===== config.mk =====
export PLATFORM = sky130hd
export DESIGN_NAME = fetch_unit
export DESIGN_NICKNAME = d
export VERILOG_FILES = /design/src/rtl/fetch_unit_pkg.sv /design/src/rtl/fetch_buffer.sv /design/src/rtl/fetch_unit.sv
export SDC_FILE = /design/constraint.sdc
export NUM_CORES = 1
export LEC_CHECK = 0
export BUFFER_PORTS_ARGS = -buffer_cell sky130_fd_sc_hd__buf_4
export CAP_MARGIN = 20
export CORE_MARGIN = 2
export CORE_UTILIZATION = 49
export CTS_CLUSTER_DIAMETER = 80
export DETAILED_ROUTE_END_ITERATION = 8
export GPL_TIMING_DRIVEN = 1
export PLACE_DENSITY = 0.75
export RECOVER_POWER = 50
export SETUP_SLACK_MARGIN = 0.1
export SLEW_MARGIN = 20
export SYNTH_ARGS = -nofsm -noshare
export SYNTH_HDL_FRONTEND = slang
export SYNTH_HIERARCHICAL = 1
export SYNTH_SLANG_ARGS = --single-unit

===== constraint.sdc =====
create_clock -name clk -period 7.43 [get_ports clk]
set_clock_uncertainty 0.15 [all_clocks]
set_input_delay 1.1145 -clock clk [delete_from_list [all_inputs] [get_ports clk]]
set_output_delay 1.1145 -clock clk [all_outputs]
set_load 0.01 [all_outputs]

===== src/rtl/fetch_unit_pkg.sv =====
// ============================================================================
// Module   : fetch_unit_pkg
// Brief    : Shared constants and the fetch buffer entry type.
// Revision : 1.0
// ============================================================================
`default_nettype none

package fetch_unit_pkg;

    localparam logic [63:0] RESET_PC = 64'h0000_0000_8000_0000;

    typedef struct packed {
        logic [63:0] pc;
        logic [31:0] data;
        logic        filled;
    } fetch_entry_t;

endpackage

`default_nettype wire


===== src/rtl/fetch_buffer.sv =====
// ============================================================================
// Module   : fetch_buffer
// Brief    : Ring of fetch entries; allocated at tail, filled in order, drained at head.
// Revision : 1.0
// ============================================================================
`default_nettype none

module fetch_buffer
    import fetch_unit_pkg::*;
#(
    parameter int DEPTH = 2
) (
    input  logic                     clk,
    input  logic                     rst,
    input  logic                     flush_i,
    input  logic                     push_i,
    input  logic [63:0]              push_pc_i,
    input  logic                     fill_i,
    input  logic [31:0]              fill_data_i,
    input  logic                     pop_i,
    output logic [$clog2(DEPTH):0]   count_o,
    output fetch_entry_t             head_o
);

    localparam int PW = $clog2(DEPTH);
    localparam int BW = PW + 1;

    fetch_entry_t  entries_q [DEPTH];
    logic [PW-1:0] head_q;
    logic [PW-1:0] fill_q;
    logic [PW-1:0] tail_q;
    logic [BW-1:0] count_q;

    // Push and fill never target the same slot: a push needs a free slot,
    // a fill always lands on an already allocated one.
    always_ff @(posedge clk) begin
        if (rst || flush_i) begin
            head_q  <= '0;
            fill_q  <= '0;
            tail_q  <= '0;
            count_q <= '0;
            for (int i = 0; i < DEPTH; i++) begin
                entries_q[i].filled <= 1'b0;
            end
        end else begin
            if (push_i) begin
                entries_q[tail_q].pc     <= push_pc_i;
                entries_q[tail_q].filled <= 1'b0;
                tail_q                   <= tail_q + PW'(1);
            end
            if (fill_i) begin
                entries_q[fill_q].data   <= fill_data_i;
                entries_q[fill_q].filled <= 1'b1;
                fill_q                   <= fill_q + PW'(1);
            end
            if (pop_i) begin
                head_q <= head_q + PW'(1);
            end
            count_q <= count_q + BW'(push_i) - BW'(pop_i);
        end
    end

    assign count_o = count_q;
    assign head_o  = entries_q[head_q];

endmodule

`default_nettype wire


===== src/rtl/fetch_unit.sv =====
// ============================================================================
// Module   : fetch_unit
// Brief    : Fetch stage: owns the PC, issues imem requests, hands {instr, pc} to decode.
// Revision : 1.0
// ============================================================================
`default_nettype none

module fetch_unit
    import fetch_unit_pkg::*;
#(
    parameter int          DEPTH    = 2,
    parameter logic [63:0] RESET_PC = fetch_unit_pkg::RESET_PC
) (
    input  logic        clk,
    input  logic        rst,
    output logic        imem_req_valid,
    input  logic        imem_req_ready,
    output logic [63:0] imem_req_addr,
    input  logic        imem_resp_valid,
    input  logic [31:0] imem_resp_data,
    output logic        instr_valid,
    input  logic        instr_ready,
    output logic [31:0] instr,
    output logic [63:0] instr_pc,
    input  logic        redirect_valid,
    input  logic [63:0] redirect_pc
);

    localparam int CW = $clog2(2 * DEPTH) + 1;
    localparam int BW = $clog2(DEPTH) + 1;

    logic [63:0]   pc_q, pc_d;
    logic [CW-1:0] inflight_q, inflight_d;
    logic [CW-1:0] drop_cnt_q, drop_cnt_d;

    logic [BW-1:0] count;
    fetch_entry_t  head;
    logic          accept;
    logic          resp_keep;
    logic          resp_drop;
    logic          consume;

    fetch_buffer #(
        .DEPTH (DEPTH)
    ) u_fetch_buffer (
        .clk         (clk),
        .rst         (rst),
        .flush_i     (redirect_valid),
        .push_i      (accept),
        .push_pc_i   (pc_q),
        .fill_i      (resp_keep),
        .fill_data_i (imem_resp_data),
        .pop_i       (consume),
        .count_o     (count),
        .head_o      (head)
    );

    always_comb begin
        imem_req_valid = !rst && !redirect_valid && (count < BW'(DEPTH));
        accept         = imem_req_valid && imem_req_ready;
        // Words owed to a flushed stream are consumed before any new word is kept.
        resp_drop      = imem_resp_valid && (drop_cnt_q != '0);
        resp_keep      = imem_resp_valid && (drop_cnt_q == '0) && !redirect_valid;
        instr_valid    = !rst && !redirect_valid && (count != '0) && head.filled;
        consume        = instr_valid && instr_ready;

        pc_d       = pc_q;
        inflight_d = inflight_q;
        drop_cnt_d = drop_cnt_q;
        if (redirect_valid) begin
            pc_d       = {redirect_pc[63:2], 2'b00};
            inflight_d = '0;
            drop_cnt_d = drop_cnt_q + inflight_q - CW'(imem_resp_valid);
        end else begin
            if (accept) begin
                pc_d = pc_q + 64'd4;
            end
            inflight_d = inflight_q + CW'(accept) - CW'(resp_keep);
            if (resp_drop) begin
                drop_cnt_d = drop_cnt_q - CW'(1);
            end
        end
    end

    always_ff @(posedge clk) begin
        if (rst) begin
            pc_q       <= RESET_PC;
            inflight_q <= '0;
            drop_cnt_q <= '0;
        end else begin
            pc_q       <= pc_d;
            inflight_q <= inflight_d;
            drop_cnt_q <= drop_cnt_d;
            assert (!(imem_resp_valid && (inflight_q == '0) && (drop_cnt_q == '0)));
            assert (({1'b0, inflight_q} + {1'b0, drop_cnt_q}) <= (CW + 1)'(2 * DEPTH));
        end
    end

    assign imem_req_addr = pc_q;
    assign instr         = head.data;
    assign instr_pc      = head.pc;

endmodule

`default_nettype wire


* After elaboration in Yosys (flattened, before gate mapping)
Memories as Yosys holds them, arrays and structs flattened. A register that Yosys moved wholly into a read port is not among the register bits.
Cells that the tools add are included.
** Storage, ports and cells
- Logic and storage cells :: 61
- Output and inout port bits :: 162
- RAM bits :: 194
- Memories :: 1
- Flip-flop bits (word level) :: 75
** Operators by class
- Reductions and logical operators :: 20
- Add/subtract/negate cells :: 11
- Mux-type cells :: 20
- Order comparisons :: 1
** Memories
- u_fetch_buffer.entries_q :: words 2, width 97, read ports 1, clocked after memory_dff 1, write ports 2, line fetch_buffer.sv:28 : fetch_entry_t entries_q [DEPTH];
** Operator list (number)
- $mux W97 :: 2
- $reduce_or A97 Y1 :: 2
- $mux W64 :: 2
- $add A64 B3 Y64 const B :: 1
- $mux W1 :: 12
- $mux W3 :: 4
- $logic_and A1 B1 Y1 :: 9
- $reduce_bool A2 Y1 :: 3
- $sub A3 B1 Y3 :: 2
- $add A1 B1 Y1 const B :: 3
- $add A3 B1 Y3 :: 1
- $add A3 B3 Y3 :: 1
- $logic_not A3 Y1 :: 1
- $reduce_bool A3 Y1 :: 1
- $sub A3 B1 Y3 const B :: 1
- $add A2 B1 Y2 :: 1
- $logic_not A1 Y1 :: 2
- $lt A2 B2 Y1 const B :: 1
- $reduce_or A2 Y1 :: 1
- $sub A2 B1 Y2 :: 1
- $logic_or A1 B1 Y1 :: 1

* Depth between registers and ports, before layout
- Depth in word-level cells :: 9
- Gate-level depth with buffers :: 13
- Gate-level depth less buffers :: 11

* By module
The synthesis kept the hierarchy.
** Modules (own cells, without submodules)
- fetch_buffer :: cells each 338, instances 1, seq. area each 5925.7 um^2, area an instance 7390.8 um^2
- fetch_unit :: cells each 595, instances 1, seq. area each 1361.3 um^2, area an instance 4575.6 um^2

* Worst setup path after synthesis
No wires, ideal clock.
- Kind :: input port to flip-flop
- Start point :: input port redirect_valid
- End point :: memory u_fetch_buffer/entries_q[0][33] (netlist bit) (enable)
- Cell stages on the path :: 7
- Data arrival time :: 7083 ps
- Path slack :: -368 ps
- Buffers on the path :: 3
- Required time :: 6715 ps
- Cell sequence :: clkbuf_1 or4b_1 inv_1 clkbuf_1 clkbuf_1 inv_1 nor3_1
** RTL lines
- from (decl) :: line fetch_unit.sv:25 : input logic redirect_valid,
- to (decl) :: line fetch_buffer.sv:28

==> results_dict.tcl <==
set metrics [dict create \
    synth_edf_count 192 \
    cp-start-kind "primary input" \
    initial_utilization_pct 49.50 \
    fillers 1921 \
    hpwlAfterDp_mm 21.30 \
    tightest_slew_ps 2857 \
    hold_path.class "reg2reg" \
    ios 264 \
    relSlewSlack_pct -90.49 \
    worstPathArrival_ps 5750 \
    slew_viol_final 100 \
    r2r-end "u_fetch_buffer/entries_q[1][80]" \
    setup_tns_ps 0 \
    drv_cap 2 \
    hold_viol_final 0 \
    yosysSeqAreaShare_pct 60.90 \
    synth-seq-cells 268 \
    post_cts_buffers 0 \
    critPathRequiredTime_ps 7470 \
    worst_slack_ps 1717 \
    violations "capacitance limit, slew limit" \
    crit_end "u_fetch_buffer/entries_q[1][80]" \
    drc 0 \
    grt-ovfl-total 0 \
    portBuffers 259 \
    rr_startpoint "u_fetch_buffer/count_o[1]" \
    die_area_sq_mm 0.02569 \
    yosysWarnings 6 \
    synth_area_sq_mm 0.01197 \
    rows 57 \
    avgSynthCellArea_sq_um 12.83 \
    pwr_density_cell_mw_per_mm2 219.2 \
    routedWlPerCell_um 20.17 \
    cts_max_level 1 \
    insertion_delay_ps 530 \
    ys.flop_type "edfxtp_1" \
    status "complete, but fails checks" \
    rsz0062_at_grt "no" \
    grt_max_degree 83 \
    cts_tree "built" \
    crit_path_start "redirect_valid" \
    die_w_um 160.3 \
    core_sq_mm 0.02418 \
    ant_nets 0 \
    cts_root_buf "clkbuf_16" \
    drt_wl_total_mm 30.85 \
    routabilityCongestion 0.9241 \
    setup_viol 0 \
    r2r_setup_slack_ps 3370 \
    die_y_um 160.3 \
    period_needed_ps 5713 \
    gr-usage-all-layers_pct 23.12 \
    peakVddDrop_mv 0.1661 \
    routed-via-count 8707 \
    criticalPathCategory "in2reg" \
    grt_pass1_wl_mm 46.91 \
    holdBufCountCts 0 \
    dp_slack_ps 2275 \
    drt_iter0_markers 790 \
    grt_pass1_vias 8368 \
    syn2layout_area_growth_pct 23.06 \
    max_clock_freq_ghz 0.1751 \
    cts_made_buffers 27 \
    worstSetupEndpointType "flop" \
    drt-pass1-iter-count 5 \
    ys_types 66 \
    period_share_pct 76.89 \
    ff2ff_path_depth 4 \
    path_clk_slew_ps 70 \
    synth-async-reset-ratio_pct 0 \
    viasPerCell 5.691 \
    num-nets-final 1299 \
    cts_sinks 268 \
    post_cts_resized 0 \
    drive_gt1_share_pct 29.46 \
    power.leakage_uw 0.005158 \
    grt_antenna_before_repair 1 \
    syn_inst 933 \
    crit_fanout 65 \
    cts_buffer_depth 3 \
]
## final cells by class
type                            count  area, sq um  share of cell area [%]
Sequential cell                   268         7287                   49.49
Multi-Input combinational cell    596         4357                   29.59
Timing Repair Buffer              269         1760                   11.96
Clock buffer                       36        719.4                   4.886
Tap cell                          324        405.4                   2.753
Clock inverter                     13        107.6                  0.7307
Inverter                           23        86.33                  0.5863
Antenna cell                        1        2.502                 0.01699
## layer usage
metal | global-route usage, % | up-vias | routed length [um]
met5 | 0 | - | 0
met4 | 7.740 | 0 | 1043
met3 | 3.299 | 73 | 2017
met2 | 39.26 | 367 | 15250
met1 | 30.71 | 4198 | 12540
li1 | - | 4069 | -
## worst min-delay path by stage
| stage | endpoint | cells after the start | from |
|---|---|---|---|
| after detailed placement | u_fetch_buffer/entries_q[0][0] | 2 | u_fetch_buffer/entries_q[0][0] |
| after CTS | u_fetch_buffer/entries_q[0][0] | 2 | u_fetch_buffer/entries_q[0][0] |
| final | u_fetch_buffer/entries_q[0][0] | 2 | u_fetch_buffer/entries_q[0][0] |
| after global routing | u_fetch_buffer/entries_q[0][0] | 2 | u_fetch_buffer/entries_q[0][0] |
| after floorplan | u_fetch_buffer/entries_q[0][0] | 2 | u_fetch_buffer/entries_q[0][0] |
| after global placement | u_fetch_buffer/entries_q[0][0] | 2 | u_fetch_buffer/entries_q[0][0] |
## through the flow
stage / hold WS [ps] / area, sq um / total power [uW] / cells / util, %
finish: 335.2 / 14730 / 3227 / 1530 / 60.91
global route: 372.2 / 14730 / 3342 / 1530 / 60.91
CTS: 335.7 / 15010 / 3267 / 1529 / 62.07
detailed placement: 321.9 / 14180 / 2003 / 1480 / 58.65
global placement: 312.5 / 14180 / 1994 / 1480 / 58.65
floorplan: 301.7 / 11990 / 1864 / 938 / -
## cells by family (layout without fill, tap and decap cells)
family,count (synthesis),after routing,synth area share (%)
compound gates,101,101,5.876
xor+xnor,41,41,3.001
fa+ha+maj,12,12,1.380
buf+inv,74,341,2.865
flops,268,268,60.90
mux,110,110,11.19
other cells,1,7,0.03134
simple gates,326,326,14.76
## registers in the layout (all words and copies together) (netlist names), named ones only
name,flops
drop_cnt_q,3
imem_req_addr,62
inflight_q,3
u_fetch_buffer/count_o,2
u_fetch_buffer/entries_q,194
u_fetch_buffer/fill_q,1
u_fetch_buffer/head_q,1
u_fetch_buffer/tail_q,1
## worst max-delay path: stages
cell and delay, ps:
clkbuf_1 1020, or4b_1 1230, inv_1 780, and3_2 1040, buf_4 490
## cells in the mapped netlist (all sizes together) (5+ instances only)
| cell type | n | area, sq um |
|---|---|---|
| edfxtp | 192 | 5766 |
| mux2 | 100 | 1239 |
| dfxtp | 76 | 1521 |
| nor2 | 68 | 255.2 |
| nand2 | 65 | 244.0 |
| nand3 | 41 | 227.7 |
| clkbuf | 34 | 138.9 |
| nand4 | 32 | 215.2 |
| xnor2 | 29 | 254.0 |
| nor4 | 28 | 175.2 |
| a211oi | 24 | 180.2 |
| a21oi | 24 | 120.1 |
| inv | 22 | 82.58 |
| and3 | 17 | 108.9 |
| buf | 17 | 117.6 |
| nor3 | 14 | 70.07 |
| or4 | 14 | 106.4 |
| xor2 | 12 | 105.1 |
| a31oi | 10 | 62.56 |
| ha | 10 | 125.1 |
| mux2i | 10 | 100.1 |
| and4 | 9 | 82.58 |
| and2 | 8 | 50.05 |
| a2111oi | 7 | 61.31 |
| o21ai | 6 | 30.03 |
| o31ai | 5 | 37.54 |
| or3 | 5 | 37.54 |
## power by group
group	switching (uW)	internal [uW]	total, uW
clock	556	718	1270
combinational	132	117	249
sequential	58.8	1650	1700
total	747	2480	3230
## placed cells by master (no fill, tap or decap), drive strengths merged, types with 5 or more instances in the layout
cell type	n
nor4	28
and2	8
or4	14
a31oi	10
nor3	14
and3	17
nor2	68
nand2	65
mux2	100
nand4	32
xor2	12
dfxtp	76
xnor2	29
o31ai	5
o21ai	6
buf	172
or3	5
mux2i	10
a211oi	24
ha	10
conb	6
a21oi	24
clkbuf	133
clkinv	10
inv	23
edfxtp	192
and4	9
nand3	41
a2111oi	7
(Power assumes the default switching activity.)
